--- src/rtl/router_pkg.sv ---
// Shared router definitions: scheduler state encoding, default port count,
// and the one-hot helper used to build grant vectors.
package router_pkg;

    localparam int N_DEFAULT = 4;

    typedef enum logic {
        IDLE = 1'b0,
        BUSY = 1'b1
    } sched_state_t;

    // One-hot vector with bit idx set; callers keep the low bits they need.
    function automatic logic [31:0] onehot(input logic [4:0] idx);
        onehot = 32'd1 << idx;
    endfunction

endpackage

--- src/rtl/rr_pick.sv ---
// Rotating priority encoder: finds the first asserted req bit scanning
// upward from ptr and wrapping from N-1 back to 0.
module rr_pick
    import router_pkg::*;
#(
    parameter int N    = N_DEFAULT,
    parameter int IDXW = $clog2(N)
) (
    input  logic [N-1:0]    req,
    input  logic [IDXW-1:0] ptr,
    output logic            found,
    output logic [IDXW-1:0] idx
);

    logic            found_s;
    logic [IDXW-1:0] idx_s;
    logic [IDXW:0]   sum_s;
    logic [IDXW-1:0] cand_s;

    // Scan from the farthest offset down so the nearest requester to ptr wins.
    always_comb begin
        found_s = 1'b0;
        idx_s   = {IDXW{1'b0}};
        sum_s   = {(IDXW+1){1'b0}};
        cand_s  = {IDXW{1'b0}};
        for (int k = N - 1; k >= 0; k--) begin
            sum_s = {1'b0, ptr} + (IDXW+1)'(k);
            if (sum_s >= (IDXW+1)'(N)) begin
                sum_s = sum_s - (IDXW+1)'(N);
            end else begin
                sum_s = sum_s;
            end
            cand_s = sum_s[IDXW-1:0];
            if (req[cand_s]) begin
                found_s = 1'b1;
                idx_s   = cand_s;
            end else begin
                found_s = found_s;
                idx_s   = idx_s;
            end
        end
    end

    assign found = found_s;
    assign idx   = idx_s;

endmodule

--- src/rtl/rr_output_scheduler.sv ---
// Round-robin, packet-granular scheduler for one router output port. A winner
// keeps the port from head flit until its tail flit is accepted downstream.
module rr_output_scheduler
    import router_pkg::*;
#(
    parameter int N    = N_DEFAULT,
    parameter int IDXW = $clog2(N)
) (
    input  logic            CLK,
    input  logic            RESET,
    input  logic [N-1:0]    req,
    input  logic [N-1:0]    tail,
    input  logic            out_ready,
    output logic [N-1:0]    grant,
    output logic [IDXW-1:0] grant_idx,
    output logic            busy,
    output logic [N-1:0]    in_ready,
    output logic            xfer
);

    sched_state_t    state_r, state_s;
    logic [IDXW-1:0] ptr_r, ptr_s;
    logic [N-1:0]    grant_r, grant_s;
    logic [IDXW-1:0] grant_idx_r, grant_idx_s;
    logic            busy_r, busy_s;

    logic            found_s;
    logic [IDXW-1:0] pick_idx_s;
    logic [31:0]     pick_oh_s;
    logic            xfer_s;

    rr_pick #(.N(N), .IDXW(IDXW)) u_pick (
        .req   (req),
        .ptr   (ptr_r),
        .found (found_s),
        .idx   (pick_idx_s)
    );

    assign pick_oh_s = onehot(5'(pick_idx_s));

    // A flit moves only while a packet owns the port and both ends are ready.
    assign xfer_s = busy_r & req[grant_idx_r] & out_ready;

    // Next-state logic: arbitrate in IDLE, hold the lock in BUSY until tail.
    always_comb begin
        state_s     = state_r;
        ptr_s       = ptr_r;
        grant_s     = grant_r;
        grant_idx_s = grant_idx_r;
        busy_s      = busy_r;
        case (state_r)
            IDLE: begin
                if (found_s) begin
                    state_s     = BUSY;
                    grant_s     = pick_oh_s[N-1:0];
                    grant_idx_s = pick_idx_s;
                    busy_s      = 1'b1;
                end else begin
                    state_s     = IDLE;
                    grant_s     = {N{1'b0}};
                    grant_idx_s = {IDXW{1'b0}};
                    busy_s      = 1'b0;
                end
            end
            BUSY: begin
                if (xfer_s && tail[grant_idx_r]) begin
                    state_s     = IDLE;
                    grant_s     = {N{1'b0}};
                    grant_idx_s = {IDXW{1'b0}};
                    busy_s      = 1'b0;
                    if (grant_idx_r == IDXW'(N - 1)) begin
                        ptr_s = {IDXW{1'b0}};
                    end else begin
                        ptr_s = grant_idx_r + IDXW'(1);
                    end
                end else begin
                    state_s = BUSY;
                end
            end
            default: begin
                state_s     = IDLE;
                ptr_s       = {IDXW{1'b0}};
                grant_s     = {N{1'b0}};
                grant_idx_s = {IDXW{1'b0}};
                busy_s      = 1'b0;
            end
        endcase
    end

    // State and grant registers; RESET wins over any transition.
    always_ff @(posedge CLK) begin
        if (RESET) begin
            state_r     <= IDLE;
            ptr_r       <= {IDXW{1'b0}};
            grant_r     <= {N{1'b0}};
            grant_idx_r <= {IDXW{1'b0}};
            busy_r      <= 1'b0;
        end else begin
            state_r     <= state_s;
            ptr_r       <= ptr_s;
            grant_r     <= grant_s;
            grant_idx_r <= grant_idx_s;
            busy_r      <= busy_s;
        end
    end

    assign grant     = grant_r;
    assign grant_idx = grant_idx_r;
    assign busy      = busy_r;
    assign in_ready  = grant_r & {N{out_ready}};
    assign xfer      = xfer_s;

endmodule

--- config.mk ---
export PLATFORM = sky130hd
export DESIGN_NAME = rr_output_scheduler
export DESIGN_NICKNAME = d
export VERILOG_FILES = /design/src/rtl/router_pkg.sv /design/src/rtl/rr_pick.sv /design/src/rtl/rr_output_scheduler.sv
export SDC_FILE = /design/constraint.sdc
export NUM_CORES = 1
export LEC_CHECK = 0
export ABC_AREA = 1
export BUFFER_PORTS_ARGS = -buffer_cell sky130_fd_sc_hd__buf_2
export CAP_MARGIN = 20
export CORE_MARGIN = 2
export CORE_UTILIZATION = 49
export DETAILED_ROUTE_END_ITERATION = 10
export HOLD_SLACK_MARGIN = 0.1
export PLACE_DENSITY = 0.75
export SLEW_MARGIN = 20
export SYNTH_ARGS = -nofsm -noshare
export SYNTH_HDL_FRONTEND = slang
export SYNTH_SLANG_ARGS = --single-unit
--- constraint.sdc ---
create_clock -name CLK -period 1.8 [get_ports CLK]
set_input_delay 0.27 -clock CLK [delete_from_list [all_inputs] [get_ports CLK]]
set_output_delay 0.27 -clock CLK [all_outputs]
set_load 0.005 [all_outputs]
# Yosys cells after proc, flatten, opt, wreduce, memory -nomap -nowiden
# Index checks and enable logic that the tools add are counted.
[op_classes]
addsub = 8
order_cmp = 9
n_eq_ne = 2
shift = 1
mux = 36
bitwise_logic = 4
reduce_logical = 2
[ops]
columns = ["op", "count"]
rows = [
  ["$mux W2", 11],
  ["$lt A2 B3 Y1 const B", 5],
  ["$mux W1", 13],
  ["$bmux W1 S2", 6],
  ["$ge A3 B3 Y1 const B", 3],
  ["$mux W4", 2],
  ["$pmux W4 S2", 1],
  ["$sub A2 B1 Y2 const B", 4],
  ["$add A2 B2 Y3 const B", 2],
  ["$and A4 B4 Y4", 1],
  ["$pmux W1 S2", 2],
  ["$pmux W2 S2", 1],
  ["$shl A1 B2 Y4 const A", 1],
  ["$add A2 B1 Y3 const B", 1],
  ["$ge A2 B3 Y1 const B", 1],
  ["$add A2 B1 Y2 const B", 1],
  ["$and A1 B1 Y1", 2],
  ["$eq A2 B2 Y1 const B", 1],
  ["$ne A2 B1 Y1 const B", 1],
  ["$reduce_and A2 Y1", 1],
  ["$logic_and A1 B1 Y1", 1],
  ["$not A1 Y1", 1],
]
[totals]
reg_bits = 10
output_inout_bits = 12
elab_cells = 67

# Depth between registers and ports, before layout
# Gate-level depths: netlist of run 1.
[logic_depth]
word_depth = 12
ltp_mapped = 12
mapped_depth_nobuf = 12

# Modules after synthesis
# From an unflattened synthesis of run 1, not the netlist that was laid out.
[hier_totals]
cells_unflattened = 129
area_unflattened_um2 = 788.3
[by_module_without_submodules]
columns = ["mod", "instances", "cells_per_inst", "area_per_inst_um2", "seq_area_each_um2"]
rows = [
  ["rr_output_scheduler", 1, 83, 575.6, 200.2],
  ["rr_pick", 1, 46, 212.7, 0.0],
]

# Worst setup path before layout of run 1
# OpenSTA, ideal clock, no wires.
[synth_timing]
path_kind = "flip-flop to flip-flop"
from = "reg grant_idx_r[0], in the netlist grant_idx[0]"
to = "reg grant_r[3], in the netlist grant[3]"
setup_ns = 0.129
arrival_time_ns = 1.295
t_required_ns = 1.671
setup_slack_ns = 0.376
stages_incl_launch_ff = 10
path_buffers = 0
period_less_slack_ns = 1.424
path_cell_list = "dfxtp_1 > nand2_1 > nand3_1 > nand3_1 > a21oi_1 > nand2_1 > nand2_1 > nor2_1 > nor2_1 > nor2_1"
[synth_via]
elab_chain_len = 6
[synth_lines]
columns = ["element", "line_no", "text"]
rows = [
  ["start, declared", "rr_output_scheduler.sv:24", "logic [IDXW-1:0] grant_idx_r, grant_idx_s;"],
  ["start signal, assigned", "rr_output_scheduler.sv:96", "grant_idx_r <= {IDXW{1'b0}};"],
  ["start signal, assigned", "rr_output_scheduler.sv:102", "grant_idx_r <= grant_idx_s;"],
  ["$bmux W1 S2", "rr_output_scheduler.sv:42", "assign xfer_s = busy_r & req[grant_idx_r] & out_ready;"],
  ["$mux W1 (implied by the code)", "rr_output_scheduler.sv:42", ""],
  ["$and A1 B1 Y1 (2 in a row)", "rr_output_scheduler.sv:42", ""],
  ["net xfer", "rr_output_scheduler.sv:18", "output logic xfer"],
  ["$logic_and A1 B1 Y1", "rr_output_scheduler.sv:66", "if (xfer_s && tail[grant_idx_r]) begin"],
  ["$ne A2 B1 Y1 (no source line)", "-", ""],
  ["end signal, assigned", "rr_output_scheduler.sv:95", "grant_r <= {N{1'b0}};"],
  ["end signal, assigned", "rr_output_scheduler.sv:101", "grant_r <= grant_s;"],
  ["end, declared", "rr_output_scheduler.sv:23", "logic [N-1:0] grant_r, grant_s;"],
]
# The timed path passes the listed nets, and every way through them passes these cells. The select of a mux whose other input is x is not followed.
# A chain may end at the register's enable or synchronous reset.

# Final worst setup path of run 1
[layout_timing]
from = "reg grant_idx_r[0], in the netlist grant_idx[0]"
to = "out xfer"
[layout_via]
elab_chain_len = 4
[layout_lines]
columns = ["element", "line_no"]
rows = [
  ["$bmux W1 S2", "rr_output_scheduler.sv:42"],
  ["$mux W1 (implied by the code)", "rr_output_scheduler.sv:42"],
  ["$and A1 B1 Y1 (2 in a row)", "rr_output_scheduler.sv:42"],
  ["end, declared", "rr_output_scheduler.sv:18"],
]
# No other way between the ends. The select of a mux whose other input is x is not followed.

==> results of run 1 <==
## cell type report
type | instances | area share, %
multi-input combinational | 92 | 52.1
sequential | 10 | 22.4
timing repair buffer | 22 | 12.3
inverter | 20 | 8.40
clock buffer | 3 | 2.52
tap | 16 | 2.24
## registers in the layout, indices dropped and copies added, names as in the netlist
name / cells
grant: 4
grant_idx: 2
state_r: 1
ptr_r: 2
busy: 1
## power by group through the flow
stage	clock [uW]	sequential (uW)	combinational, uW
floorplan	0	256	115
global placement	0	263	156
detailed placement	0	264	159
CTS	149	258	160
global route	158	261	181
finish	146	259	158
## path summary, 6_finish.rpt
kind                                  start                     to  slack (ps)  cells after the start
setup / recovery  grant_idx[0]$_SDFFE_PP0P_                   xfer         180                      6
hold / removal                        RESET  grant[0]$_SDFFE_PP0P_         290                      2
setup reg to reg  grant_idx[0]$_SDFFE_PP0P_  grant[3]$_SDFFE_PP0P_         220                     10
hold reg to reg       grant[1]$_SDFFE_PP0P_  grant[1]$_SDFFE_PP0P_         500                      2
## routing by layer
layer / part of all wire (%) / vias up / wire [um] / global-route usage (%)
met2: 50 / 14 / 831 / 33.9
met4: 0.48 / 0 / 8 / 9.09
met5: 0 / - / 0 / 0
li1: - / 437 / - / -
met1: 47 / 366 / 789 / 25.7
met3: 2.2 / 2 / 37 / 2.55
## layout by cell type, fill, tap and decap left out
| cell | count |
|---|---|
| a21oi_1 | 7 |
| nand2_2 | 10 |
| a21oi_2 | 3 |
| clkbuf_4 | 3 |
| and2_1 | 2 |
| inv_1 | 18 |
| nand4_1 | 1 |
| nand3_2 | 2 |
| nor2_1 | 11 |
| o22ai_1 | 1 |
| o21ai_1 | 1 |
| ha_1 | 1 |
| buf_2 | 22 |
| a21oi_4 | 1 |
| nand2_1 | 33 |
| nand3_1 | 14 |
| o21a_1 | 1 |
| inv_2 | 2 |
| o21ai_0 | 4 |
| dfxtp_1 | 10 |
## metrics by stage
stage                     instance area, um2  cells  setup slack [ps]  utilization (%)
after detailed placement                 871    160               253             59.2
after floorplan                          748    124               376                -
after CTS                                893    163               191             60.7
after global placement                   871    160               276             59.2
final                                    893    163               182             60.7
after global routing                     893    163              7.59             60.7
## cells by family after synthesis
logic type | synth area share, %
and+or+nand+nor | 45.0
buffers and inverters | 11.0
adders and majority gates | 1.67
DFF | 26.8
AOI/OAI and AO/OA | 15.6
==> run metrics, run 1 <==
Setup CP Type=flop to primary output; Syn-to-layout area delta=19.4%; IO Count=23; Final nets=161; worst slew pin tran=383 ps; Synth area leader=dfxtp_1; Clock Latency Late Sink=around 260 ps; clock-pin transition on the worst setup and hold timing paths=approximately 60 ps; vias in the first global route=approximately 710; Routed Antenna Nets=0; endpoints failing hold=0; logic gate share of total power=28.1%; largest net degree at the start of global routing=10; Tcrit/Tclk final=89.9%; initial antenna violation count=0; Clock Skews=4.51 ps; core area=0.00147 mm2; outcome=completed; Tmin final=around 1600 ps; total number of vias=819; final WL=approximately 1700 um; crit-path cells=inv_1, nand2_1, nand3_1, nand3_1, a21oi_1, buf_2; Port Buffer Count=22; Yosys cell types=20; #FFs+latches synth=10; Mean Syn Cell Area=6.03 um2; sequential cell area=200 um2; most numerous cell in the Yosys netlist=nand2_1; Synth top cells by count=nand2_1, inv_1, nand3_1, nor2_1; critical path's slowest cell=dfxtp_1; 1st-pass router iterations=4; H-tree depth=1; unrepaired setup endpoints after global routing=false; HPWL Detailed=1360 um; relative slew slack=between 70% and 80%; Multi-input gate area=465 um2; routed len/inst=10.2 um; syn_nets=between 100 and 150; Max FO, Critical Path=9; VDD IR max=477 uV; # DRC=0; post-route setup TNS=0 ps; post-synthesis sequential area ratio=26.8%; max-slew violation count=0; # Max-Cap Violations=0; Fill cells=146; Final Power=about 560 uW; row count=14; sequential share of power=45.9%; first-pass GRT wire length=2860 um; P_sw=184 uW; most frequent CP cell=nand3_1; Initial Util=around half; Synth warnings=0; GRT Total Usage=20.2%; Mapped Cells=124; Clock Power Share=between 20% and 30%; Die Ht=43.1 um; GRT Residual Overflow=0; Setup Buffers After CTS=0; Primary FF master, synth=dfxtp_1; DR iter-0 viols=5; hold_ws=287 ps; Int Pwr=380 uW; Final GP Congestion=0.841; clk root buf=clkbuf_4; number of synthesized flops with an enable pin=0; Worst EP required=1530 ps; diodes inserted=0; Buf+Inv Stages, Crit Path=2; CTS tree=done; die area=approximately 0.0019 mm2; f_max=0.618 GHz; Pwr Density=approximately 630 mW/mm2; Setup violations, final=0; CTS Sinks=10; switching share of power=32.6%; CP delay by family, top=flip-flops; Die X=between 40 and 50 um; Mapped Area=748 um2; clk buf depth=2; max incr delay on CP=between 300 and 400 ps; Resized Gates After CTS=0; via density per instance=5.02; Hold Buf Count CTS=0; arrival time worst endpoint=1350 ps; hold crit path type=input pin to flop; ys async rst share=0%; Synth top area share=26.8%; Worst Setup Start Kind=flop; largest cells by area after synthesis=dfxtp_1, nand2_1, nand3_1; endpoint class of the critical path=primary output; CTS buffer count=3; share of cells above drive strength 1=29.3%; Lkg Pwr=0.000503 uW
Power figures use the tool's default switching activity.
==> run 2, diff against run 1 <==
--- a/config.mk
+++ b/config.mk
@@ -6,13 +6,14 @@
 export NUM_CORES = 1
 export LEC_CHECK = 0
 export ABC_AREA = 1
-export BUFFER_PORTS_ARGS = -buffer_cell sky130_fd_sc_hd__buf_2
 export CAP_MARGIN = 20
-export CORE_MARGIN = 2
-export CORE_UTILIZATION = 49
+export CORE_AREA = 2 2 39 41
 export DETAILED_ROUTE_END_ITERATION = 10
+export DIE_AREA = 0 0 41 43
+export DONT_BUFFER_PORTS = 1
 export HOLD_SLACK_MARGIN = 0.1
-export PLACE_DENSITY = 0.75
+export PLACE_DENSITY = 0.7
+export SETUP_SLACK_MARGIN = 0.2
 export SLEW_MARGIN = 20
 export SYNTH_ARGS = -nofsm -noshare
 export SYNTH_HDL_FRONTEND = slang
==> run 2 against run 1 <==
Global-route usage rose by 1.9 points. Final cell count shrank 13%. Largest power group unchanged. Critical path depth rose by 5. Hold slack worse by 120 ps. Sequential power hardly changed. Register-to-register slack better by 130 ps. Largest cell class unchanged.
==> run metrics, run 2 (synthesis gave the netlist of run 1 again) <==
outcome=completed (unchanged); Port Buffer Count=0 (was 22); row count=14 (unchanged); post-route setup slack=348 ps (was 182 ps); Setup violations, final=0 (unchanged); total number of vias=736 (was 819); Syn-to-layout area delta=8.03% (was 19.4%); initial antenna violation count=0 (unchanged); IO Count=23 (unchanged); Clock Power Share=27.9% (was 26.0%); clock-pin transition on the worst setup and hold timing paths=60 ps (about the same); endpoint class of the critical path=flop (was primary output); GRT Total Usage=22.1% (was 20.2%); VDD IR max=604 uV (was 477 uV); Worst EP required=1950 ps (was 1530 ps); logic gate share of total power=24.3% (was 28.1%); final WL=1690 um (was 1670 um); Tcrit/Tclk final=80.7% (was 89.9%); arrival time worst endpoint=1600 ps (was 1350 ps); 1st-pass router iterations=4 (unchanged); Tmin final=1450 ps (was 1620 ps); Lkg Pwr=0.000407 uW (was 0.000503 uW); most frequent cells in the layout=nand2_1, inv_1, nand3_1 (was nand2_1, buf_2, inv_1); Routed Antenna Nets=0 (unchanged); Pwr Density=676 mW/mm2 (was 631 mW/mm2); Initial Util=54.1% (was 50.9%); routed len/inst=11.9 um (was 10.2 um); P_sw=183 uW (was 184 uW); hold_ws=163 ps (was 287 ps); Worst Setup Start Kind=flop (unchanged); commonest non-fill, non-tap cell in the layout=nand2_1 (unchanged); worst slew pin tran=343 ps (was 383 ps); hold crit path type=input pin to flop (unchanged); Clock Latency Late Sink=270 ps (was 260 ps); max-slew violation count=0 (unchanged); CP delay by family, top=simple AND/OR/NAND/NOR gates (was flip-flops); most frequent CP cell=nor2_1 (was nand3_1); via density per instance=5.18 (was 5.02); Final GP Congestion=0.773 (was 0.841); Final Util=58.4% (was 60.7%); first-pass GRT wire length=2550 um (was 2860 um); clk root buf=clkbuf_4 (unchanged); largest net degree at the start of global routing=10 (unchanged); Buf+Inv Stages, Crit Path=1 (was 2); core area=0.00138 mm2 (was 0.00147 mm2); Int Pwr=364 uW (was 380 uW); endpoints failing hold=0 (unchanged); HPWL Detailed=1320 um (was 1360 um); CTS tree=done (unchanged); # DRC=0 (unchanged); # Max-Cap Violations=0 (unchanged); GRT Residual Overflow=0 (unchanged); max incr delay on CP=370 ps (was 390 ps); Max FO, Critical Path=9 (unchanged); share of cells above drive strength 1=20.6% (was 29.3%); Final Power=546 uW (was 564 uW); CTS buffer count=3 (unchanged); sequential share of power=47.8% (was 45.9%); die area=0.00176 mm2 (was 0.00186 mm2); Fill cells=140 (was 146); Clock Skews=3.26 ps (was 4.51 ps); crit-path cells=inv_4, nand2_1, and2_1, nand2_1, nand2_1, nor2_1, nand2_2, nand2_2, nor2_1, nor2_1, nor2_1 (was inv_1, nand2_1, nand3_1, nand3_1, a21oi_1, buf_2); Die Ht=43 um (was 43.1 um); post-route setup TNS=0 ps (unchanged); critical path's slowest cell=dfxtp_4 (was dfxtp_1); pre-CTS WS=209 ps (was 253 ps); Die X=41 um (was 43.1 um); Largest register FFs=4 (unchanged); DR iter-0 viols=22 (was 5); Setup Buffers After CTS=0 (unchanged); Setup CP Type=flop to flop (was flop to primary output); f_max=0.689 GHz (was 0.618 GHz); vias in the first global route=634 (was 712); clk buf depth=2 (unchanged); Final nets=140 (was 161); CTS Sinks=10 (unchanged); unrepaired setup endpoints after global routing=false (unchanged); switching share of power=33.4% (was 32.6%); H-tree depth=1 (unchanged); relative slew slack=77.1% (was 74.4%); diodes inserted=0 (unchanged)
==> run 2: per-stage QoR <==
step           instance area [um2]  instances
2_1_floorplan                  748        124
3_5_place_dp                   761        138
4_1_cts                        795        142
3_3_place_gp                   761        138
5_1_grt                        808        142
6_report                       808        142
==> run 2: what timing repair did <==
item / CTS / global route
endpoints found under the setup margin: 1 / 8
cloned: 0 / 0
endpoints found under the hold margin: 7 / 0
hold buffers: 1 / 0
resized for setup: 1 / 6
==> run 2: area by class of cell <==
cell class              instances  area (um2)  share of cell area, %
inverters                      20        77.6                   9.60
flip-flops and latches         10         206                   25.5
clock buffers                   3        22.5                   2.79
well taps                      16        20.0                   2.48
repair buffers                  1        10.0                   1.24
multi-input cells              92         472                   58.4
==> run 2: path summary, 6_finish.rpt <==
check                                             end  cells past startpoint  slack [ps]             startpoint
worst max-delay path            grant[3]$_SDFFE_PP0P_                     11         350  ptr_r[0]$_SDFFE_PP0P_
worst min-delay path            ptr_r[0]$_SDFFE_PP0P_                      3         160                  RESET
worst max register to register  grant[3]$_SDFFE_PP0P_                     11         350  ptr_r[0]$_SDFFE_PP0P_
worst min register to register      busy$_SDFFE_PP0P_                      1         530      busy$_SDFFE_PP0P_
==> run 2: power by group through the flow <==
stage	clock [uW]	combinational (uW)	sequential [uW]
final	152	133	261
after CTS	159	130	262
after global placement	0	122	267
after global routing	168	150	264
after floorplan	0	115	256
after detailed placement	0	125	267
==> run 2: worst min-delay path, delay by kind of cell <==
kind            cells  cell delay [ps]
compound gates      2              100
buf+inv             1               20
==> run 2: per-layer routing <==
layer	GRT usage, %	share of wire [%]	vias up
li1	-	-	394
met1	25.6	45	323
met2	33.4	48	13
met3	3.66	2.3	6
met4	18.0	3.9	0
met5	0	0	-
==> run 3, diff against run 2 <==
--- a/config.mk
+++ b/config.mk
@@ -5,14 +5,14 @@
 export SDC_FILE = /design/constraint.sdc
 export NUM_CORES = 1
 export LEC_CHECK = 0
-export ABC_AREA = 1
+export ABC_AREA = 0
 export CAP_MARGIN = 20
 export CORE_AREA = 2 2 39 41
 export DETAILED_ROUTE_END_ITERATION = 10
 export DIE_AREA = 0 0 41 43
 export DONT_BUFFER_PORTS = 1
 export HOLD_SLACK_MARGIN = 0.1
-export PLACE_DENSITY = 0.7
+export PLACE_DENSITY = 0.57
 export SETUP_SLACK_MARGIN = 0.2
 export SLEW_MARGIN = 20
 export SYNTH_ARGS = -nofsm -noshare
==> constraint.sdc (replaced) <==
create_clock -name CLK -period 1.3 [get_ports CLK]
set_input_delay 0.195 -clock CLK [delete_from_list [all_inputs] [get_ports CLK]]
set_output_delay 0.195 -clock CLK [all_outputs]
set_load 0.005 [all_outputs]
==> run 3 against run 2 <==
The run now ends with setup timing left. Sequential share of layout area increased by 3.1 points. Hold slack worse by 44 ps. Critical path depth fell by 8. Fmax is 3.2% lower. Final cell count is 39% lower. Utilization fell by 6.6 points. Highest routed layer unchanged. First-iteration DRC count is 82% lower. Sequential power grew 29%.
==> run metrics, run 3 <==
most frequent cells in the layout=dfxtp_1, buf_4, nand2b_1 (was nand2_1, inv_1, nand3_1); clock-pin transition on the worst setup and hold timing paths=70 ps (was 60 ps); Synth area leader=dfxtp_1 (unchanged); Clock Skews=0.580 ps (was 3.26 ps); largest cells by area after synthesis=dfxtp_1, a32o_1, nand2b_1 (was dfxtp_1, nand2_1, nand3_1); f_max=0.667 GHz (was 0.689 GHz); hold_ws=119 ps (was 163 ps); clk root buf=clkbuf_4 (unchanged); Syn-to-layout area delta=27.6% (was 8.03%); post-route setup slack=-200 ps (was 348 ps); post-synthesis sequential area ratio=35.6% (was 26.8%); DR iter-0 viols=4 (was 22); CTS buffer count=3 (unchanged); flop-to-flop setup slack=-200 ps (was 350 ps); CP delay by family, top=multiplexers (was simple AND/OR/NAND/NOR gates); Mapped Cells=57 (was 124); # DRC=0 (unchanged); Synth warnings=0 (unchanged); VDD IR max=600 uV (was 604 uV); Primary FF master, synth=dfxtp_1 (unchanged); 1st-pass router iterations=4 (unchanged); Routed Antenna Nets=0 (unchanged); first-pass GRT wire length=2080 um (was 2550 um); Lkg Pwr=0.000305 uW (was 0.000407 uW); max incr delay on CP=540 ps (was 370 ps); max-slew violation count=0 (unchanged); total number of vias=501 (was 736); worst slew pin tran=804 ps (was 343 ps); Initial Util=40.6% (was 54.1%); Multi-input gate area=352 um2 (was 472 um2); Setup CP Type=flop to flop (unchanged); most numerous cell in the Yosys netlist=dfxtp_1 (was nand2_1); ys async rst share=0% (unchanged); crit-path cells=mux4_2, and3_4, mux2_4 (was inv_4, nand2_1, and2_1, nand2_1, nand2_1, nor2_1, nand2_2, nand2_2, nor2_1, nor2_1, nor2_1); syn_nets=69 (was 136); Final nets=84 (was 140); Buf+Inv Stages, Crit Path=0 (was 1); arrival time worst endpoint=1660 ps (was 1600 ps); number of synthesized flops with an enable pin=0 (unchanged); Port Buffer Count=0 (unchanged); vias in the first global route=502 (was 634); #FFs+latches synth=10 (unchanged); largest net degree at the start of global routing=8 (was 10); Worst Setup Start Kind=flop (unchanged); failing checks=setup timing; Clock Latency Late Sink=270 ps (about the same); Setup violations, final=11 (was 0); Mean Syn Cell Area=9.86 um2 (was 6.03 um2); Pwr Density=1030 mW/mm2 (was 676 mW/mm2); initial antenna violation count=0 (unchanged); row count=14 (unchanged); Yosys cell types=27 (was 20); Synth top cells by count=dfxtp_1, nand2b_1, a32o_1, and2_1 (was nand2_1, inv_1, nand3_1, nor2_1); Fill cells=136 (was 140); via density per instance=5.76 (was 5.18); Tcrit/Tclk final=115% (was 80.7%); diodes inserted=0 (unchanged); Tmin final=1500 ps (was 1450 ps); GRT Total Usage=18.3% (was 22.1%); pre-CTS WS=-188 ps (was 209 ps); Mapped Area=562 um2 (was 748 um2); routed len/inst=15.4 um (was 11.9 um); CTS Sinks=10 (unchanged); unrepaired setup endpoints after global routing=true (was false); Die Ht=43 um (unchanged); H-tree depth=1 (unchanged); Synth top area share=35.6% (was 26.8%); Largest register FFs=4 (unchanged); post-route setup TNS=-1030 ps (was 0 ps); Final GP Congestion=0.849 (was 0.773); IO Count=23 (unchanged); sequential cell area=205 um2 (was 206 um2); # Max-Cap Violations=0 (unchanged); endpoint class of the critical path=flop (unchanged); GRT Residual Overflow=0 (unchanged); core area=0.00138 mm2 (unchanged); Max FO, Critical Path=5 (was 9); share of cells above drive strength 1=31.0% (was 20.6%); Die X=41 um (unchanged); relative slew slack=46.0% (was 77.1%); die area=0.00176 mm2 (unchanged); final WL=1340 um (was 1690 um); clk buf depth=2 (unchanged); HPWL Detailed=994 um (was 1320 um); outcome=finished with violations (was completed); Worst EP required=1460 ps (was 1950 ps); CTS tree=done (unchanged); endpoints failing hold=0 (unchanged); critical path's slowest cell=mux4_2 (was dfxtp_4); hold crit path type=input pin to flop (unchanged)
## run 3: where the power goes
part / total, uW / leakage, uW / internal (uW) / switching, uW
Combinational: 111 / 0.000201 / 63.6 / 47.7
Clock: 289 / 0.0000210 / 170 / 119
Sequential: 336 / 0.0000830 / 320 / 15.6
## run 3: logic make-up (layout without fill, tap and decap cells)
group                    count (synthesis)  after routing  synth area share, %
AO/OA/AOI/OAI                           18             18                 25.2
buffers and inverters                    4             18                 4.01
flip-flops                              10             10                 35.6
multiplexers                             5              5                 12.0
AND/OR/NAND/NOR                         19             19                 20.9
adder cells (fa/ha/maj)                  1              1                 2.23
## run 3: layout make-up
type,instances,area share (%)
timing repair buffer,11,12.9
inverter,3,1.57
sequential,10,28.6
tap,16,2.79
multi-input combinational,43,49.0
clock buffer,4,5.06
## run 3: worst paths after layout
path | cells after the start | end | from
setup / recovery | 3 | ptr_r[0]$_SDFFE_PP0P_ | grant_idx[0]$_SDFFE_PP0P_
hold / removal | 2 | ptr_r[1]$_SDFFE_PP0P_ | RESET
setup reg to reg | 3 | ptr_r[0]$_SDFFE_PP0P_ | grant_idx[0]$_SDFFE_PP0P_
hold reg to reg | 1 | grant[3]$_SDFFE_PP0P_ | grant[3]$_SDFFE_PP0P_
## run 3: through the flow
stage                     cell area (um2)  instances  utilization (%)  power (uW)
final                                 717         87             51.8         737
after global routing                  717         87             51.8         769
after CTS                             706         87             51.0         743
after detailed placement              639         81             46.2         445
after global placement                639         81             46.2         443
after floorplan                       563         57                -         411
## run 3: timing repair
action | in CTS | in global routing
pin swaps | 1 | 4
endpoints found under the setup margin | 12 | 11
hold endpoints to repair | 2 | 0
hold buffers | 1 | 0
gates resized for setup | 4 | 2
setup buffers | 1 | 0
## run 3: metal layers
metal  track usage [%]  wire length, um  vias up
li1                  -                -      243
met1              17.2              560      241
met2              30.0              680       15
met3              11.0               84        2
met4              8.00               14        0
met5                 0                0        -
